**src/rtl/exibidor_sequencia.sv**
```systemverilog
// -----------------------------------------------------------------------------
// exibidor_sequencia
//
// Purpose:
//   Shows the stored memory-game sequence to the player before each round.
//   When started, it walks memory addresses 0..limite. For each address it
//   loads the memory word, lights it on the LEDs for ON_CYCLES, blanks the
//   LEDs for OFF_CYCLES, and then moves on. A single-cycle `pronto` ends the
//   presentation.
//
// Ports:
//   clock         in   1       system clock, rising edge
//   reset         in   1       synchronous, active-low reset
//   iniciar       in   1       start request, honoured only in OCIOSO
//   limite        in   ADDR_W  last address to show, captured on start
//   dado_memoria  in   DATA_W  asynchronous memory read data for `endereco`
//   endereco      out  ADDR_W  address currently being shown (registered)
//   leds          out  DATA_W  latched pattern while in ACENDE, else 0
//   exibindo      out  1       high in every state except OCIOSO and FIM
//   pronto        out  1       one-cycle pulse in FIM
//   som           out  1       buzzer square wave in ACENDE (EXIBE_SOM_EN only)
//   db_estado     out  4       current state code (unused codes read 4'b1001)
//
// Optional feature:
//   EXIBE_SOM_EN  when defined, adds the `som` output and its divider. In
//                 ACENDE, `som` toggles every SOM_DIV cycles, starting at 0.
// -----------------------------------------------------------------------------
module exibidor_sequencia #(
  parameter int ADDR_W     = 4,
  parameter int DATA_W     = 4,
  parameter int ON_CYCLES  = 1000,
  parameter int OFF_CYCLES = 500,
  parameter int SOM_DIV    = 2
) (
  input  logic              clock,
  input  logic              reset,
  input  logic              iniciar,
  input  logic [ADDR_W-1:0] limite,
  input  logic [DATA_W-1:0] dado_memoria,
  output logic [ADDR_W-1:0] endereco,
  output logic [DATA_W-1:0] leds,
  output logic              exibindo,
  output logic              pronto,
`ifdef EXIBE_SOM_EN
  output logic              som,
`endif
  output logic [3:0]        db_estado
);

  // The timer is sized for the largest interval it must count, plus a
  // spare bit, so that no legal parameter value can overflow it.
  localparam int MAX_ON_OFF = (ON_CYCLES > OFF_CYCLES) ? ON_CYCLES : OFF_CYCLES;
  localparam int MAX_CNT    = (MAX_ON_OFF > SOM_DIV) ? MAX_ON_OFF : SOM_DIV;
  localparam int TW         = $clog2(MAX_CNT) + 1;

  localparam logic [TW-1:0] ON_LAST  = TW'(ON_CYCLES - 1);
  localparam logic [TW-1:0] OFF_LAST = TW'(OFF_CYCLES - 1);

  typedef enum logic [2:0] {
    OCIOSO  = 3'd0,
    CARREGA = 3'd1,
    ACENDE  = 3'd2,
    APAGA   = 3'd3,
    PROXIMO = 3'd4,
    FIM     = 3'd5
  } estado_t;

  estado_t           estado_q,   estado_d;
  logic [TW-1:0]     timer_q,    timer_d;
  logic [ADDR_W-1:0] endereco_q, endereco_d;
  logic [ADDR_W-1:0] limite_q,   limite_d;
  logic [DATA_W-1:0] led_q,      led_d;

  // State and datapath registers with synchronous active-low reset.
  always_ff @(posedge clock) begin
    if (!reset) begin
      estado_q   <= OCIOSO;
      timer_q    <= {TW{1'b0}};
      endereco_q <= {ADDR_W{1'b0}};
      limite_q   <= {ADDR_W{1'b0}};
      led_q      <= {DATA_W{1'b0}};
    end else begin
      estado_q   <= estado_d;
      timer_q    <= timer_d;
      endereco_q <= endereco_d;
      limite_q   <= limite_d;
      led_q      <= led_d;
    end
  end

  // Next-state and datapath update logic.
  always_comb begin
    estado_d   = estado_q;
    timer_d    = timer_q;
    endereco_d = endereco_q;
    limite_d   = limite_q;
    led_d      = led_q;
    case (estado_q)
      OCIOSO: begin
        endereco_d = {ADDR_W{1'b0}};
        timer_d    = {TW{1'b0}};
        if (iniciar) begin
          estado_d = CARREGA;
          limite_d = limite;
        end else begin
          estado_d = OCIOSO;
        end
      end
      CARREGA: begin
        led_d    = dado_memoria;
        timer_d  = {TW{1'b0}};
        estado_d = ACENDE;
      end
      ACENDE: begin
        if (timer_q == ON_LAST) begin
          timer_d  = {TW{1'b0}};
          estado_d = APAGA;
        end else begin
          timer_d  = timer_q + TW'(1);
        end
      end
      APAGA: begin
        if (timer_q == OFF_LAST) begin
          timer_d = {TW{1'b0}};
          // The last element ends the run, so the address never
          // steps past the captured limit.
          if (endereco_q == limite_q) begin
            estado_d = FIM;
          end else begin
            estado_d = PROXIMO;
          end
        end else begin
          timer_d = timer_q + TW'(1);
        end
      end
      PROXIMO: begin
        endereco_d = endereco_q + ADDR_W'(1);
        estado_d   = CARREGA;
      end
      FIM: begin
        endereco_d = {ADDR_W{1'b0}};
        estado_d   = OCIOSO;
      end
      default: begin
        endereco_d = {ADDR_W{1'b0}};
        timer_d    = {TW{1'b0}};
        estado_d   = OCIOSO;
      end
    endcase
  end

  // Moore output decode from the state and registers only.
  always_comb begin
    endereco = endereco_q;
    leds     = {DATA_W{1'b0}};
    exibindo = 1'b1;
    pronto   = 1'b0;
    case (estado_q)
      OCIOSO: begin
        exibindo  = 1'b0;
        db_estado = 4'd0;
      end
      CARREGA: begin
        db_estado = 4'd1;
      end
      ACENDE: begin
        leds      = led_q;
        db_estado = 4'd2;
      end
      APAGA: begin
        db_estado = 4'd3;
      end
      PROXIMO: begin
        db_estado = 4'd4;
      end
      FIM: begin
        exibindo  = 1'b0;
        pronto    = 1'b1;
        db_estado = 4'd5;
      end
      default: begin
        exibindo  = 1'b0;
        db_estado = 4'b1001;
      end
    endcase
  end

`ifdef EXIBE_SOM_EN
  logic [TW-1:0] div_q, div_d;
  logic          som_q, som_d;

  localparam logic [TW-1:0] SOM_LAST = TW'(SOM_DIV - 1);

  // Buzzer divider and square-wave registers.
  always_ff @(posedge clock) begin
    if (!reset) begin
      div_q <= {TW{1'b0}};
      som_q <= 1'b0;
    end else begin
      div_q <= div_d;
      som_q <= som_d;
    end
  end

  // The divider runs only while lit; it is re-armed in every other state
  // so that each ACENDE starts with the tone low.
  always_comb begin
    div_d = {TW{1'b0}};
    som_d = 1'b0;
    if (estado_q == ACENDE) begin
      if (div_q == SOM_LAST) begin
        div_d = {TW{1'b0}};
        som_d = ~som_q;
      end else begin
        div_d = div_q + TW'(1);
        som_d = som_q;
      end
    end else begin
      div_d = {TW{1'b0}};
      som_d = 1'b0;
    end
  end

  // The tone is gated by the state so it is silent outside ACENDE.
  always_comb begin
    if (estado_q == ACENDE) begin
      som = som_q;
    end else begin
      som = 1'b0;
    end
  end
`endif

endmodule
```
**config.mk**
```make
export PLATFORM = sky130hd
export DESIGN_NAME = exibidor_sequencia
export DESIGN_NICKNAME = d
export VERILOG_FILES = /design/src/rtl/exibidor_sequencia.sv
export SDC_FILE = /design/constraint.sdc
export NUM_CORES = 1
export LEC_CHECK = 0
export BUFFER_PORTS_ARGS = -buffer_cell sky130_fd_sc_hd__buf_2
export CAP_MARGIN = 40
export CORE_MARGIN = 10
export CORE_UTILIZATION = 55
export DETAILED_ROUTE_END_ITERATION = 10
export GPL_TIMING_DRIVEN = 0
export PLACE_DENSITY_LB_ADDON = 0.15
export SETUP_SLACK_MARGIN = 0.05
export SLEW_MARGIN = 20
export SYNTH_ARGS = -nofsm -noshare
export SYNTH_HDL_FRONTEND = slang
export SYNTH_SLANG_ARGS = --single-unit
```
**constraint.sdc**
```tcl
create_clock -name clock -period 1.8 [get_ports clock]
set_input_delay 0.18 -clock clock [delete_from_list [all_inputs] [get_ports clock]]
set_output_delay 0.18 -clock clock [all_outputs]
set_load 0.01 [all_outputs]
```
==> impl_summary.log <==
[metrics] residual DRC count: 0
[metrics] pre-CTS worst setup slack: 0.231 ns
[metrics] combined global-route utilization of all metal layers: roughly 12%
[metrics] placed insts: 211
[metrics] area inside the core boundary: about 2500 µm²
[metrics] critical path startpoint category: flip-flop
[metrics] number of global-route vias before repair: 1164
[metrics] CP Cell Sequence: clkbuf_4 > nand2b_1 > nor2_2 > and2_1 > buf_2
[metrics] post-detailed-route wirelength per cell: 14.1 µm
[metrics] DPL Wire Length: 2330 µm
[metrics] final weighted congestion in routability-driven placement: ~0.81
[metrics] filler instances: 220
[metrics] Arr. time, crit path: 1.45 ns
[metrics] dominant delay contributor by cell family on the critical path: simple AND/OR/NAND/NOR gates
[metrics] vias after detailed routing: roughly 1200
[metrics] clock tree root driver cell: clkbuf_4
[metrics] worst clock skew on the final layout: 0.00739 ns
[metrics] critical register-to-register path startpoint: timer_q[0]
[metrics] starting utilization of the core area: 57.7%
[metrics] fmax: a little over 0.6 GHz
[metrics] post-CTS clock slew at the launch and capture registers of the worst setup and hold paths: 0.15 ns
[metrics] Power Dens Cells: 652 nW/µm²
[metrics] Highest Signal Layer: met4
[metrics] RSZ-0062 raised after global routing: false
[metrics] ratio of cells with drive above 1 in the final layout: 25.9%
[metrics] required arrival time at the worst endpoint: about 1.6 ns
[metrics] total die area: 5040 µm²
[metrics] non-filler cells in the finished layout: 215
[metrics] kind of path behind the tightest hold check: input pin to flip-flop
[metrics] hold endpoint: led_q[0]
[metrics] final period demand of the worst path: 1.63 ns
[metrics] FF-to-FF End: timer_q[10]
[metrics] antenna cells: 0
[metrics] met1 WL: 1390 µm
[metrics] DIE WIDTH: 71.0 µm
[metrics] most common flop cell mapped by yosys: dfxtp_1
[metrics] Buffers on Ports: 24
[metrics] amount of wire on met2 after detailed routing: 1400 µm
[metrics] overall die height: 71.0 µm
[metrics] Pins Over Slew Limit: 0
[metrics] peak supply drop: ~0.00056 V
[metrics] fraction of the yosys area taken by sequential cells: 36.4%
[metrics] total of warnings raised by yosys: 0
[metrics] CP Buf/Inv Count: 2
[metrics] total of flip-flops plus latches after synthesis: 26
[metrics] worst-case hold slack: 0.101 ns
[metrics] setup-violating endpoint count in the final report: 0
[metrics] EDFF count, synth: 0
[metrics] classification of the worst setup path: flip-flop to primary output
[metrics] count of maximum capacitance violations: 0
[metrics] initial antenna violation count: 0
[metrics] final core area utilization: between 60% and 70%
[metrics] part of the cycle the worst path needs: 90.5%
[metrics] first-pass GRT wire length: 5240 µm
[metrics] DRT Wirelength: around 3000 µm
[metrics] synthesized area divided by synthesized cell count: 9.10 µm²
[metrics] leakage power total: 0.632 nW
[metrics] startpoint of the worst hold path: dado_memoria[0]
[metrics] Synth top area share: between 30% and 40%
[metrics] final antenna-violating net count: 0
[metrics] main area contributors after synthesis: dfxtp_1, mux2i_1, nor2b_1
[metrics] DRT iter0 DRCs: 85
[metrics] pin count of the biggest net entering global routing: 15
[metrics] post-route worst setup slack: 0.172 ns
[metrics] standard-cell rows: 18
[metrics] number of buffers between clock root and the deepest sink: 2
[metrics] unique cell type count in the Yosys netlist: 44
[metrics] setup TNS after final layout: 0 ns
[metrics] final hold violations: 0
[metrics] Min-Delay Path Depth: 3
[metrics] Worst path max stage delay: around 0.34 ns
[metrics] # nets final: 199
[metrics] Worst Path Max Fanout: 10
[metrics] Clock Sink Count: 26
[metrics] cell depth of the worst flop-to-flop path: 5
[metrics] synthesized instance count: 157
[metrics] CTS HTree Levels: 1
[metrics] growth of design area from synthesis to finish: 14.1%
[metrics] sort of element at the end of the critical path: primary output
[metrics] post-synthesis net count: 170
[metrics] Mapped Area: 1430 µm²
[metrics] clock tree from TritonCTS: done
[metrics] share of flip-flops with an asynchronous set or reset after synthesis: 0%
[metrics] outcome: complete, no violations
[metrics] cell type contributing the most total cell area after synthesis: dfxtp_1
[metrics] Overflow after GRT: 0
[metrics] number of buffers created by CTS: 3
[metrics] met3 wirelength from detailed routing: 216 µm
[metrics] setup slack on the worst flop-to-flop path: ~0.19 ns
[metrics] ports placed on the boundary: 25
[metrics] worst-margin pin slew: 0.427 ns
[metrics] DR pass1 iterations: 4
[metrics] CP max stage cell: dfxtp_1
[metrics] clock network latency to the later pin of the worst-skew pair: 0.32 ns
[metrics] Slew headroom: a little under three quarters
[metrics] post-DR vias/cell: 5.69
## routing by layer
metal	up-vias	track usage (%)
li1	616	-
met1	563	15.2
met2	40	19.3
met3	4	3.49
met4	0	4.30
met5	-	0
## cells by family (layout without fill, tap and decap cells)
| group | count (synthesis) | count (layout) | share of synthesized area [%] |
|---|---|---|---|
| multiplexers | 8 | 8 | 5.60 |
| AO/OA/AOI/OAI | 24 | 24 | 13.0 |
| buffers and inverters | 9 | 37 | 3.24 |
| XOR/XNOR | 10 | 10 | 6.13 |
| flip-flops | 26 | 26 | 36.4 |
| adder cells (fa/ha/maj) | 2 | 2 | 1.75 |
| AND/OR/NAND/NOR | 78 | 78 | 33.8 |
## stage by stage
stage | cell area (µm²) | power (W)
2_1_floorplan | 1430 | 0.000728
3_3_place_gp | 1590 | 0.000766
3_5_place_dp | 1590 | 0.000772
4_1_cts | 1630 | 0.00107
5_1_grt | 1630 | 0.00111
6_report | 1630 | 0.00106
## sequential cells by signal, summed over array words and instances (netlist names)
name / flops
timer_q: 11
endereco: 4
led_q: 4
limite_q: 4
estado_q: 3
## cell type report
| type | count | area (µm²) | share of cell area (%) |
|---|---|---|---|
| Inverter | 2 | 7.51 | 0.460 |
| Multi-Input combinational cell | 122 | 867 | 53.2 |
| Clock buffer | 4 | 36.3 | 2.23 |
| Buffer | 7 | 41.3 | 2.53 |
| Tap cell | 30 | 37.5 | 2.30 |
| Sequential cell | 26 | 520 | 31.9 |
| Timing Repair Buffer | 24 | 120 | 7.37 |
## synth_stat cells (2+ instances only)
cell type / instances
a21oi_1: 3
and2_1: 9
and4bb_2: 2
buf_2: 3
buf_4: 2
dfxtp_1: 26
ha_1: 2
inv_1: 2
mux2i_1: 8
nand2_1: 17
nand3_1: 4
nand4_1: 4
nor2_1: 7
nor2b_1: 12
nor3_1: 5
nor3b_1: 3
nor4_1: 4
o211ai_1: 2
o21ai_0: 3
o21ai_1: 6
o31a_1: 2
xnor2_1: 7
xor2_1: 3
## timing repair
item	4_1_cts	5_1_grt
gates resized for setup	1	2
pin swaps	0	0
hold buffers	0	0
setup buffers	0	0
setup endpoints to repair	4	5
## how the worst max path moves through the flow
stage | depth (start not counted) | from | endpoint | slack [ns]
after floorplan | 5 | timer_q[0] | timer_q[10] | 0.40
after global placement | 5 | timer_q[0] | timer_q[10] | 0.26
after detailed placement | 5 | timer_q[0] | timer_q[10] | 0.23
after CTS | 4 | estado_q[0] | exibindo | 0.09
after global routing | 5 | estado_q[1] | leds[0] | 0.06
final | 5 | estado_q[1] | leds[3] | 0.17
## worst min-delay path: stages
cell,delay [ns]
buf_2,0.07
mux2i_1,0.05
nor2b_1,0.09
## placed cells by master, fill, tap and decap left out, types with 4 or more instances in the layout
cell type / Yosys / final
nor2b_1: 12 / 12
buf_2: 3 / 26
nor3_1: 5 / 5
mux2i_1: 8 / 8
nor2_1: 7 / 5
nand3_1: 4 / 4
xnor2_1: 7 / 7
nor4_1: 4 / 4
dfxtp_1: 26 / 26
and2_1: 9 / 9
clkbuf_4: 0 / 4
nand2_1: 17 / 17
o21ai_1: 6 / 6
nand4_1: 4 / 4
## report_power, final
group | total [W] | switching, W | internal (W) | leakage (nW)
clock network | 0.000302 | 0.000178 | 0.000124 | 0.0210
registers | 0.000605 | 0.0000106 | 0.000595 | 0.211
logic | 0.000156 | 0.0000830 | 0.0000735 | 0.400
total | 0.00106 | 0.000271 | 0.000792 | 0.632
No activity file was read; power rests on OpenSTA's default activity.
